<file path="src/rtl/chs_pkg.sv">
// chs_pkg: shared definitions for the multi-zone cool/heat controller.
//   chs_state_e : per-zone FSM state encoding
//   LVL_MAX     : top power level (0..LVL_MAX)
//   LVL_W       : power level width
package chs_pkg;

  typedef enum logic [1:0] {
    ST_IDLE  = 2'd0,
    ST_HEAT  = 2'd1,
    ST_COOL  = 2'd2,
    ST_DRAIN = 2'd3
  } chs_state_e;

  localparam int LVL_MAX = 15;
  localparam int LVL_W   = 4;

endpackage

</file>
<file path="src/rtl/chs_zone.sv">
// chs_zone: one HVAC zone -- heat/cool/drain FSM with hysteresis, target
// level computation and slew-limited power register.
//   clk      : system clock
//   i_rst_n  : synchronous active-low reset
//   i_tick   : shared ramp tick (one cycle wide)
//   i_en     : zone enable
//   i_meas   : measured temperature
//   i_set    : setpoint temperature
//   o_power  : current power level 0..LVL_MAX
//   o_mode   : 1 = heat, 0 = cool (changes only on IDLE exit)
//   o_active : 1 when state is not IDLE
module chs_zone
  import chs_pkg::*;
#(
  parameter int TEMP_W = 8,
  parameter int HYST   = 2
) (
  input  logic              clk,
  input  logic              i_rst_n,
  input  logic              i_tick,
  input  logic              i_en,
  input  logic [TEMP_W-1:0] i_meas,
  input  logic [TEMP_W-1:0] i_set,
  output logic [LVL_W-1:0]  o_power,
  output logic              o_mode,
  output logic              o_active
);

  localparam logic signed [TEMP_W:0] P_HYST  = (TEMP_W+1)'(HYST);
  localparam logic signed [TEMP_W:0] P_NHYST = -P_HYST;
  localparam logic [TEMP_W:0]        P_LMAX  = (TEMP_W+1)'(LVL_MAX);

  chs_state_e        r_state;
  logic [LVL_W-1:0]  r_power;
  logic              r_mode;
  logic              r_active;

  // set - meas in one extra bit so set +/- HYST comparisons never wrap
  logic signed [TEMP_W:0] w_diff;
  logic        [TEMP_W:0] w_mag;
  logic                   w_heat_go;
  logic                   w_cool_go;
  logic                   w_heat_done;
  logic                   w_cool_done;
  logic [LVL_W-1:0]       w_target;

  assign w_diff      = $signed({1'b0, i_set}) - $signed({1'b0, i_meas});
  assign w_mag       = w_diff[TEMP_W] ? $unsigned(-w_diff) : $unsigned(w_diff);
  assign w_heat_go   = w_diff > P_HYST;               // meas < set - HYST
  assign w_cool_go   = w_diff < P_NHYST;              // meas > set + HYST
  assign w_heat_done = w_diff[TEMP_W] || (w_diff == '0);  // meas >= set
  assign w_cool_done = !w_diff[TEMP_W];                   // meas <= set

  // Target follows the current state, so a tick coinciding with a state
  // exit still ramps toward the old state's target.
  always_comb begin
    w_target = '0;
    if (r_state == ST_HEAT || r_state == ST_COOL) begin
      if (w_mag > P_LMAX) w_target = LVL_W'(LVL_MAX);
      else                w_target = w_mag[LVL_W-1:0];
    end
  end

  always_ff @(posedge clk) begin
    if (!i_rst_n) begin
      r_state  <= ST_IDLE;
      r_power  <= '0;
      r_mode   <= 1'b0;
      r_active <= 1'b0;
    end else begin
      if (i_tick) begin
        if (r_power < w_target)      r_power <= r_power + LVL_W'(1);
        else if (r_power > w_target) r_power <= r_power - LVL_W'(1);
      end
      case (r_state)
        ST_IDLE: begin
          if (i_en && w_heat_go) begin
            r_state  <= ST_HEAT;
            r_mode   <= 1'b1;
            r_active <= 1'b1;
          end else if (i_en && w_cool_go) begin
            r_state  <= ST_COOL;
            r_mode   <= 1'b0;
            r_active <= 1'b1;
          end
        end
        ST_HEAT: if (!i_en || w_heat_done) r_state <= ST_DRAIN;
        ST_COOL: if (!i_en || w_cool_done) r_state <= ST_DRAIN;
        ST_DRAIN: begin
          if (r_power == '0) begin
            r_state  <= ST_IDLE;
            r_active <= 1'b0;
          end
        end
        default: begin
          r_state  <= ST_IDLE;
          r_active <= 1'b0;
        end
      endcase
    end
  end

  assign o_power  = r_power;
  assign o_mode   = r_mode;
  assign o_active = r_active;

endmodule

</file>
<file path="src/rtl/multi_zone_chs.sv">
// multi_zone_chs: NZONE independent cool/heat zones sharing one ramp
// prescaler and one PWM carrier.
//   clk        : system clock
//   arst_n     : synchronous active-low reset
//   zone_en    : per-zone enable
//   temp_meas  : measured temps, zone i at [i*TEMP_W +: TEMP_W]
//   temp_set   : setpoints, same packing
//   chs_power  : per-zone power level, zone i at [i*4 +: 4]
//   chs_mode   : per-zone 1 = heat, 0 = cool
//   chs_active : per-zone not-IDLE flag
//   pwm_data   : per-zone PWM drive (registered, one cycle behind cnt/power)
module multi_zone_chs
  import chs_pkg::*;
#(
  parameter int NZONE    = 4,
  parameter int TEMP_W   = 8,
  parameter int PWM_W    = 8,
  parameter int RAMP_CYC = 16,
  parameter int HYST     = 2
) (
  input  logic                    clk,
  input  logic                    arst_n,
  input  logic [NZONE-1:0]        zone_en,
  input  logic [NZONE*TEMP_W-1:0] temp_meas,
  input  logic [NZONE*TEMP_W-1:0] temp_set,
  output logic [NZONE*LVL_W-1:0]  chs_power,
  output logic [NZONE-1:0]        chs_mode,
  output logic [NZONE-1:0]        chs_active,
  output logic [NZONE-1:0]        pwm_data
);

  localparam int PRE_W = (RAMP_CYC > 2) ? $clog2(RAMP_CYC) : 1;
  localparam logic [PRE_W-1:0] P_PRE_LAST = PRE_W'(RAMP_CYC - 1);

  logic [PRE_W-1:0] r_pre;
  logic [PWM_W-1:0] r_cnt;
  logic [NZONE-1:0] r_pwm;
  logic             w_tick;

  assign w_tick = (r_pre == P_PRE_LAST);

  always_ff @(posedge clk) begin
    if (!arst_n) begin
      r_pre <= '0;
      r_cnt <= '0;
    end else begin
      r_pre <= w_tick ? '0 : r_pre + PRE_W'(1);
      r_cnt <= r_cnt + PWM_W'(1);
    end
  end

  for (genvar gi = 0; gi < NZONE; gi++) begin : g_zone
    logic [LVL_W-1:0] w_power;
    logic [PWM_W-1:0] w_duty;

    chs_zone #(
      .TEMP_W (TEMP_W),
      .HYST   (HYST)
    ) u_zone (
      .clk      (clk),
      .i_rst_n  (arst_n),
      .i_tick   (w_tick),
      .i_en     (zone_en[gi]),
      .i_meas   (temp_meas[gi*TEMP_W +: TEMP_W]),
      .i_set    (temp_set[gi*TEMP_W +: TEMP_W]),
      .o_power  (w_power),
      .o_mode   (chs_mode[gi]),
      .o_active (chs_active[gi])
    );

    // power in the top 4 bits of the carrier: 15 -> 15/16 duty, 0 -> off
    assign w_duty = PWM_W'(w_power) << (PWM_W - LVL_W);

    always_ff @(posedge clk) begin
      if (!arst_n) r_pwm[gi] <= 1'b0;
      else         r_pwm[gi] <= (r_cnt < w_duty);
    end

    assign chs_power[gi*LVL_W +: LVL_W] = w_power;
  end

  assign pwm_data = r_pwm;

endmodule

</file>
<file path="config.mk">
export PLATFORM = sky130hd
export DESIGN_NAME = multi_zone_chs
export DESIGN_NICKNAME = d
export VERILOG_FILES = /design/src/rtl/chs_pkg.sv /design/src/rtl/chs_zone.sv /design/src/rtl/multi_zone_chs.sv
export SDC_FILE = /design/constraint.sdc
export NUM_CORES = 1
export LEC_CHECK = 0
export ABC_AREA = 1
export BUFFER_PORTS_ARGS = -buffer_cell sky130_fd_sc_hd__clkbuf_2
export CAP_MARGIN = 10
export CORE_ASPECT_RATIO = 0.9
export CORE_MARGIN = 2
export CORE_UTILIZATION = 45
export DETAILED_ROUTE_END_ITERATION = 6
export PLACE_DENSITY = 0.74
export SYNTH_ARGS = -nofsm -noshare
export SYNTH_HDL_FRONTEND = slang
export SYNTH_SLANG_ARGS = --single-unit
</file>
<file path="constraint.sdc">
create_clock -name clk -period 9.5 [get_ports clk]
set_input_delay 1.425 -clock clk [delete_from_list [all_inputs] [get_ports clk]]
set_output_delay 1.425 -clock clk [all_outputs]
set_load 0.01 [all_outputs]
</file>
# After elaboration in Yosys (flattened, before gate mapping)

Cells that the tools add are included.

Register bits after elaboration: 48
Bits of input ports: 70
Output and inout bits: 28
Word-level logic and storage cells: 235

Add/subtract/negate cells: 18
$lt $le $gt $ge: 24
Eq/ne operators: 29
Muxes and demuxes: 68
Bitwise operators: 1
Reductions and logical operators: 73

Operators with widths:

| cell                                                           | number |
|---|---|
| two-way mux 4 bit                                              | 16 |
| two-way mux 2 bit                                              | 20 |
| greater-than comparator 9 x 3 -> 1 bit (second input constant) | 4 |
| greater-than comparator 9 x 4 -> 1 bit (second input constant) | 4 |
| logical NOT 9 bit                                              | 4 |
| < comparator 9 x 2 -> 1 bit (second input constant)            | 4 |
| two-way mux 9 bit                                              | 4 |
| negator 9 bit                                                  | 4 |
| subtractor 8 x 8 -> 9 bit                                      | 4 |
| < comparator 8 bit                                             | 4 |
| case mux 2 bit (4 select lines)                                | 4 |
| nonzero test 2 bit                                             | 12 |
| adder 4 x 1 -> 4 bit (second input constant)                   | 5 |
| two-way mux 1 bit                                              | 20 |
| equality test 2 bit (second input constant)                    | 8 |
| greater-than comparator 4 bit                                  | 4 |
| logical NOT 4 bit                                              | 4 |
| logical OR 1 bit                                               | 16 |
| < comparator 4 bit                                             | 4 |
| inequality test 2 bit (second input constant)                  | 8 |
| AND reduction 2 bit                                            | 8 |
| AND reduction 4 bit                                            | 4 |
| subtractor 4 x 1 -> 4 bit (second input constant)              | 4 |
| inequality test 3 x 1 -> 1 bit (second input constant)         | 4 |
| 11 further kinds                                               | 40 |

# Longest topological paths before layout

Depth in word-level cells: 9
Mapped depth: 29
Mapped depth without buffers: 29

# Cells and area by module

A second synthesis with hierarchy kept.

Cell total of the unflattened synthesis: 1067
Area, all modules: 6799.0 um^2

By module, submodules not included:

| module                           | times used | cells each | area an instance (um^2) | seq. area each (um^2) |
|---|---|---|---|---|
| chs_zone at g_zone[0].u_zone ... | 2          | 235        | 1514.0                  | 160.2 |
| chs_zone at g_zone[1].u_zone ... | 2          | 235        | 1442.6                  | 160.2 |
| multi_zone_chs                   | 1          | 127        | 885.8                   | 320.3 |

# Worst setup path after synthesis

No wires, ideal clock.

Path kind: in2reg
Start: input temp_set[16]
End: register g_zone[2].u_zone.r_power[3]
Library setup time: 0.128 ns
Arrival time: 4.911 ns
Data required time: 9.372 ns
Path slack: 4.462 ns
Stages: 26
Path buffers: 0
Cell sequence: inv_1 ha_1 inv_1 fa_1 inv_1 ha_1 inv_1 nor2_1 nand3_2 nor2_2 nor2_1 xnor2_1 nand2_1 nor2_2 a21oi_1 ha_1 inv_1 a21oi_1 o21ai_0 ha_1 a21oi_1 o21ai_0 xnor2_1 nor2_1 o21ai_0 a21oi_1

Word-level cells in the longest chain between the ends: 9
Elaborated cells between the ends (all ways): 11
Classes of those cells: add/sub: 2; order compare: 3; mux: 4; reduce/logical: 2

Ends and longest elaborated chain:

| element                                                             | line                           | source |
|---|---|---|
| from (decl)                                                         | multi_zone_chs.sv:25           | `input logic [NZONE*TEMP_W-1:0] temp_set,` |
| subtractor 8 x 8 -> 9 bit (*)                                       | chs_zone.sv:47                 | `assign w_diff = $signed({1'b0, i_set}) - $signed({1'b0, i_meas});` |
| negator 9 bit                                                       | chs_zone.sv:48                 | `assign w_mag = w_diff[TEMP_W] ? $unsigned(-w_diff) : $unsigned(w_diff);` |
| two-way mux 9 bit (*)                                               | chs_zone.sv:48                 |  |
| greater-than comparator 9 x 4 -> 1 bit                              | chs_zone.sv:59                 | `if (w_mag > P_LMAX) w_target = LVL_W'(LVL_MAX);` |
| two-way mux 4 bit (*)                                               | chs_zone.sv:59                 |  |
| two-way mux 4 bit (*)                                               | chs_zone.sv:58                 | `if (r_state == ST_HEAT \|\| r_state == ST_COOL) begin` |
| greater-than comparator 4 bit or < comparator 4 bit (tied branches) | chs_zone.sv:73, chs_zone.sv:72 |  |
| nonzero test 2 bit (no line)                                        | -                              |  |
| AND reduction 2 bit (no line)                                       | -                              |  |
| to (signal assigned)                                                | chs_zone.sv:72                 | `if (r_power < w_target) r_power <= r_power + LVL_W'(1);` |
| to (signal assigned)                                                | chs_zone.sv:73                 | `else if (r_power > w_target) r_power <= r_power - LVL_W'(1);` |
| to (decl)                                                           | chs_zone.sv:34                 | `logic [LVL_W-1:0] r_power;` |

Mark *: on every way between the ends. The rest lies on a longest branch, timed or not.
A chain may end at the register's enable or synchronous reset.

# Worst setup path in the final report

Start: input temp_set[0]
End: register g_zone[0].u_zone.r_power[3]

Word-level cells in the longest chain between the ends: 9
Elaborated cells between the ends (all ways): 11
Classes of those cells: add/sub: 2; order compare: 3; mux: 4; reduce/logical: 2

Ends and longest elaborated chain:

| element                                                             | line |
|---|---|
| subtractor 8 x 8 -> 9 bit (*)                                       | chs_zone.sv:47 |
| negator 9 bit                                                       | chs_zone.sv:48 |
| two-way mux 9 bit (*)                                               | chs_zone.sv:48 |
| greater-than comparator 9 x 4 -> 1 bit                              | chs_zone.sv:59 |
| two-way mux 4 bit (*)                                               | chs_zone.sv:59 |
| two-way mux 4 bit (*)                                               | chs_zone.sv:58 |
| greater-than comparator 4 bit or < comparator 4 bit (tied branches) | chs_zone.sv:73, chs_zone.sv:72 |
| nonzero test 2 bit (no line)                                        | - |
| AND reduction 2 bit (no line)                                       | - |
| to (signal assigned)                                                | chs_zone.sv:72 |
| to (signal assigned)                                                | chs_zone.sv:73 |
| to (decl)                                                           | chs_zone.sv:34 |

Marks and branches as above.

==> results by group <==
Global route
  – Gr ovfl total: 0
  – Met3 Use GR: under 10%
  – Vias in the first global route: 5,512
  – Met1 Usage GRT: 22.47%
  – Global-route wire length before repair: roughly 23,000 um
  – GRT Total Usage: approximately 18%
  – Met2 Use GR: 33.30%
  – Pin count of the biggest net entering global routing: 35
  – GRT Max-Usage Layer: met2
  – Initial antenna violation count: 0

Clock network
  – Clk Latency, worst-skew pair: between 200 and 300 ps
  – Hold-fix buffers, CTS: 0
  – CTS buffer count: 5
  – CTS Buffer Depth: 2
  – Clock transition at path regs: approximately 70 ps
  – CTS tree: built
  – Sink Count: 48
  – Root buf cell: clkbuf_16
  – CTS H-tree lvls: 2
  – CTS resizes: 0
  – Post-CTS setup buffers: 0

Drt
  – DRT antenna net count: 0
  – Routed wire per std cell: roughly 10 um
  – Drt pass-1 iters: 5
  – Via/cell ratio: approximately 4.8
  – Via Count: slightly below 6,000
  – Initial drt markers: between 150 and 200
  – Final WL: ~13,000 um
  – Post-route DRC: 0

Synthesis
  – Yosys cell types: 36
  – Sequential area share after synthesis: between 10% and 20%
  – Net Count, Synth: roughly 1,200
  – Avg Cell Area, Syn: between 6 and 7 um^2
  – Synth warn: 0
  – Post-synthesis sequential element count: 48
  – Gate Count Post-Synth: just under 1,000
  – Post-Syn Area: between 6000 and 7000 um^2

STA
  – RSZ-0062 raised after global routing: false
  – Setup_tns: 0 ps
  – Final worst path period share: a little under three fifths
  – Worst slew pin tran: roughly 700 ps
  – Skew final: roughly 5.2 ps
  – Tmin final: around 5300 ps
  – Endpoints failing setup: 0
  – Final Hold Vio Count: 0
  – Max Fclk: about 190 MHz
  – Max-slew violations: 0
  – Slew HR: a little over half

Worst hold path
  – Worst hold-check path type: reg -> reg
  – Hold EP: r_cnt[0]
  – Worst hold stages: 1
  – Hold path startpoint: r_cnt[0]

Flow run
  – Number of max-cap violations: 0

Power
  – Worst-case vdd ir drop: a little over 80 uV
  – Lkg Pwr: 3.969 nW
  – PwrDens: between 150 and 200 nW/um^2

Floorplanning
  – Die Y: about 120 um
  – Rows: 40
  – Die area: approximately 15,000 um^2
  – Starting Density: 46.34%
  – I/O pins: 98
  – Die W: around 130 um
  – CORE AREA: 13,410 um^2

Setup path
  – Slowest stage delay, CP: just under 600 ps
  – R2r worst-path depth: 13
  – Worst path top cell family by delay: adder cells
  – Max FO, Critical Path: 5
  – WP data required: a little under 10,000 ps
  – Worst Setup End Kind: register
  – Worst r2r dst: g_zone[0].u_zone.o_power[3]
  – Reg-to-reg slack, setup: 6400 ps
  – FF-to-FF Start: g_zone[0].u_zone.r_state[0]
  – Crit-path slowest cell: fa_1
  – Setup Crit Path Kind: in -> reg
  – Buffers & Inverters on Critical Path: 4
  – Arr. time, crit path: 5490 ps
  – CP Launch Point: temp_set[0]
  – Worst Setup Start Kind: primary input

Placement
  – Final HPWL from detailed placement: around 11,000 um
  – Port bufs: between 90 and 100
  – Routability congestion estimate: ~0.86

Cells and area
  – # nets final: 1,255
  – Share of post-route cells with drive strength above 1: 16.02%
  – Filler instances: about 1,400
  – Area Growth Syn to Fin: 13.06%
  – Antenna Cells: 0
  – Core Util, Final: between 50% and 60%

Outcome
  – Status: complete, no violations
worst register-to-register path, stage by stage, from the launching register on:
cell	delay [ps]
dfxtp_1	350
inv_1	90
ha_1	370
nand2_1	80
ha_1	300
nand2_1	70
o21ai_0	570
ha_1	400
a21oi_1	120
o21ai_0	110
xnor2_1	140
nor2_1	180
o21ai_0	100
a21oi_1	150
synthesized netlist by cell type:
library cell | number | share of area [%]
a21boi_0 | 4 | 0.48
o211ai_1 | 1 | 0.12
inv_1 | 175 | 11
buf_2 | 2 | 0.16
xnor2_1 | 9 | 1.3
buf_4 | 8 | 0.97
nand4_1 | 16 | 1.6
a2111oi_0 | 4 | 0.56
nand2_2 | 25 | 2.5
nand3_1 | 65 | 5.2
a21boi_2 | 1 | 0.18
o211a_1 | 4 | 0.64
or2_4 | 2 | 0.28
nor2_2 | 8 | 0.81
nand2_1 | 259 | 16
fa_1 | 8 | 2.6
o21bai_1 | 1 | 0.12
nor2_4 | 2 | 0.36
o21ai_0 | 37 | 3.0
a21oi_1 | 53 | 4.3
a21oi_4 | 1 | 0.26
nor3_2 | 1 | 0.16
inv_2 | 14 | 0.85
o21ai_1 | 2 | 0.16
nand3b_1 | 6 | 0.72
a21boi_1 | 2 | 0.24
and3_1 | 3 | 0.30
o41ai_1 | 4 | 0.56
xor2_1 | 19 | 2.7
dfxtp_1 | 48 | 15
nand3_2 | 12 | 1.9
nand2_4 | 3 | 0.54
nor2_1 | 95 | 5.7
nor3_1 | 5 | 0.40
ha_1 | 92 | 19
clkbuf_1 | 2 | 0.12
metrics by stage:
stage / hold WS (ps) / setup WS (ps) / power (mW) / instance area [um^2] / std cells
final: 449.2 / 4237 / 1.181 / 7028 / 1254
after global routing: 469.8 / 3722 / 1.326 / 7028 / 1254
after CTS: 453.7 / 4224 / 1.194 / 7028 / 1254
after detailed placement: 438.4 / 3942 / 0.9548 / 6834 / 1246
after global placement: 428.8 / 4012 / 0.9327 / 6834 / 1246
after floorplan: 417.5 / 4462 / 0.8234 / 6216 / 993
per-layer routing:
layer  up-vias  wire length, um
met1      2560             6286
met3         7              380
met4         0               60
li1       3322                -
met5         -                0
met2        79             5913
layout make-up:
type                            count  area (um^2)  area share, %
Inverter                          189        709.4          10.09
Clock inverter                      3        68.82         0.9792
Timing Repair Buffer               97        485.5          6.908
Tap cell                          168        210.2          2.991
Sequential cell                    48        960.9          13.67
Multi-Input combinational cell    744         4468          63.57
Clock buffer                        5        125.1          1.780
where the power goes:
group | total [mW] | internal, mW | switching [mW]
sequential | 0.248 | 0.230 | 0.0187
combinational | 0.701 | 0.271 | 0.431
clock | 0.231 | 0.152 | 0.0795
total | 1.18 | 0.652 | 0.529
how the worst max path moves through the flow:
stage	to	slack, ps	depth (start not counted)
after floorplan	g_zone[2].u_zone.o_power[3]	4460	26
after global placement	g_zone[2].u_zone.o_power[3]	4010	27
after detailed placement	g_zone[2].u_zone.o_power[3]	3940	27
after CTS	g_zone[0].u_zone.o_power[3]	4220	26
after global routing	g_zone[0].u_zone.o_power[3]	3720	26
final	g_zone[0].u_zone.o_power[3]	4240	26
flip-flops by register name, indices dropped and copies added (netlist names):
signal	cells
r_cnt	8
g_zone.u_zone.r_state	8
r_pre	4
g_zone.u_zone.o_mode	4
pwm_data	4
g_zone.u_zone.o_power	16
g_zone.u_zone.o_active	4
kinds of logic after synthesis:
kind of cell               share of synthesized area [%]
and+or+nand+nor                                    36.25
buffers and inverters                              12.66
AOI/OAI and AO/OA                                  10.59
adders and majority gates                          21.09
DFF                                                15.46
xor gates and xnor gates                           3.945
cells in the final DEF (no fill, tap or decap), types with 8 or more instances in the layout:
cell type / count
nand2_1: 259
inv_2: 14
xor2_1: 19
nand3_1: 65
inv_1: 175
o21ai_0: 37
nand2_2: 25
fa_1: 8
nand4_1: 16
ha_1: 92
clkbuf_2: 97
nor2_1: 95
nand3_2: 12
xnor2_1: 9
a21oi_1: 53
dfxtp_1: 48
nor2_2: 8
Power figures use the tool's default switching activity.
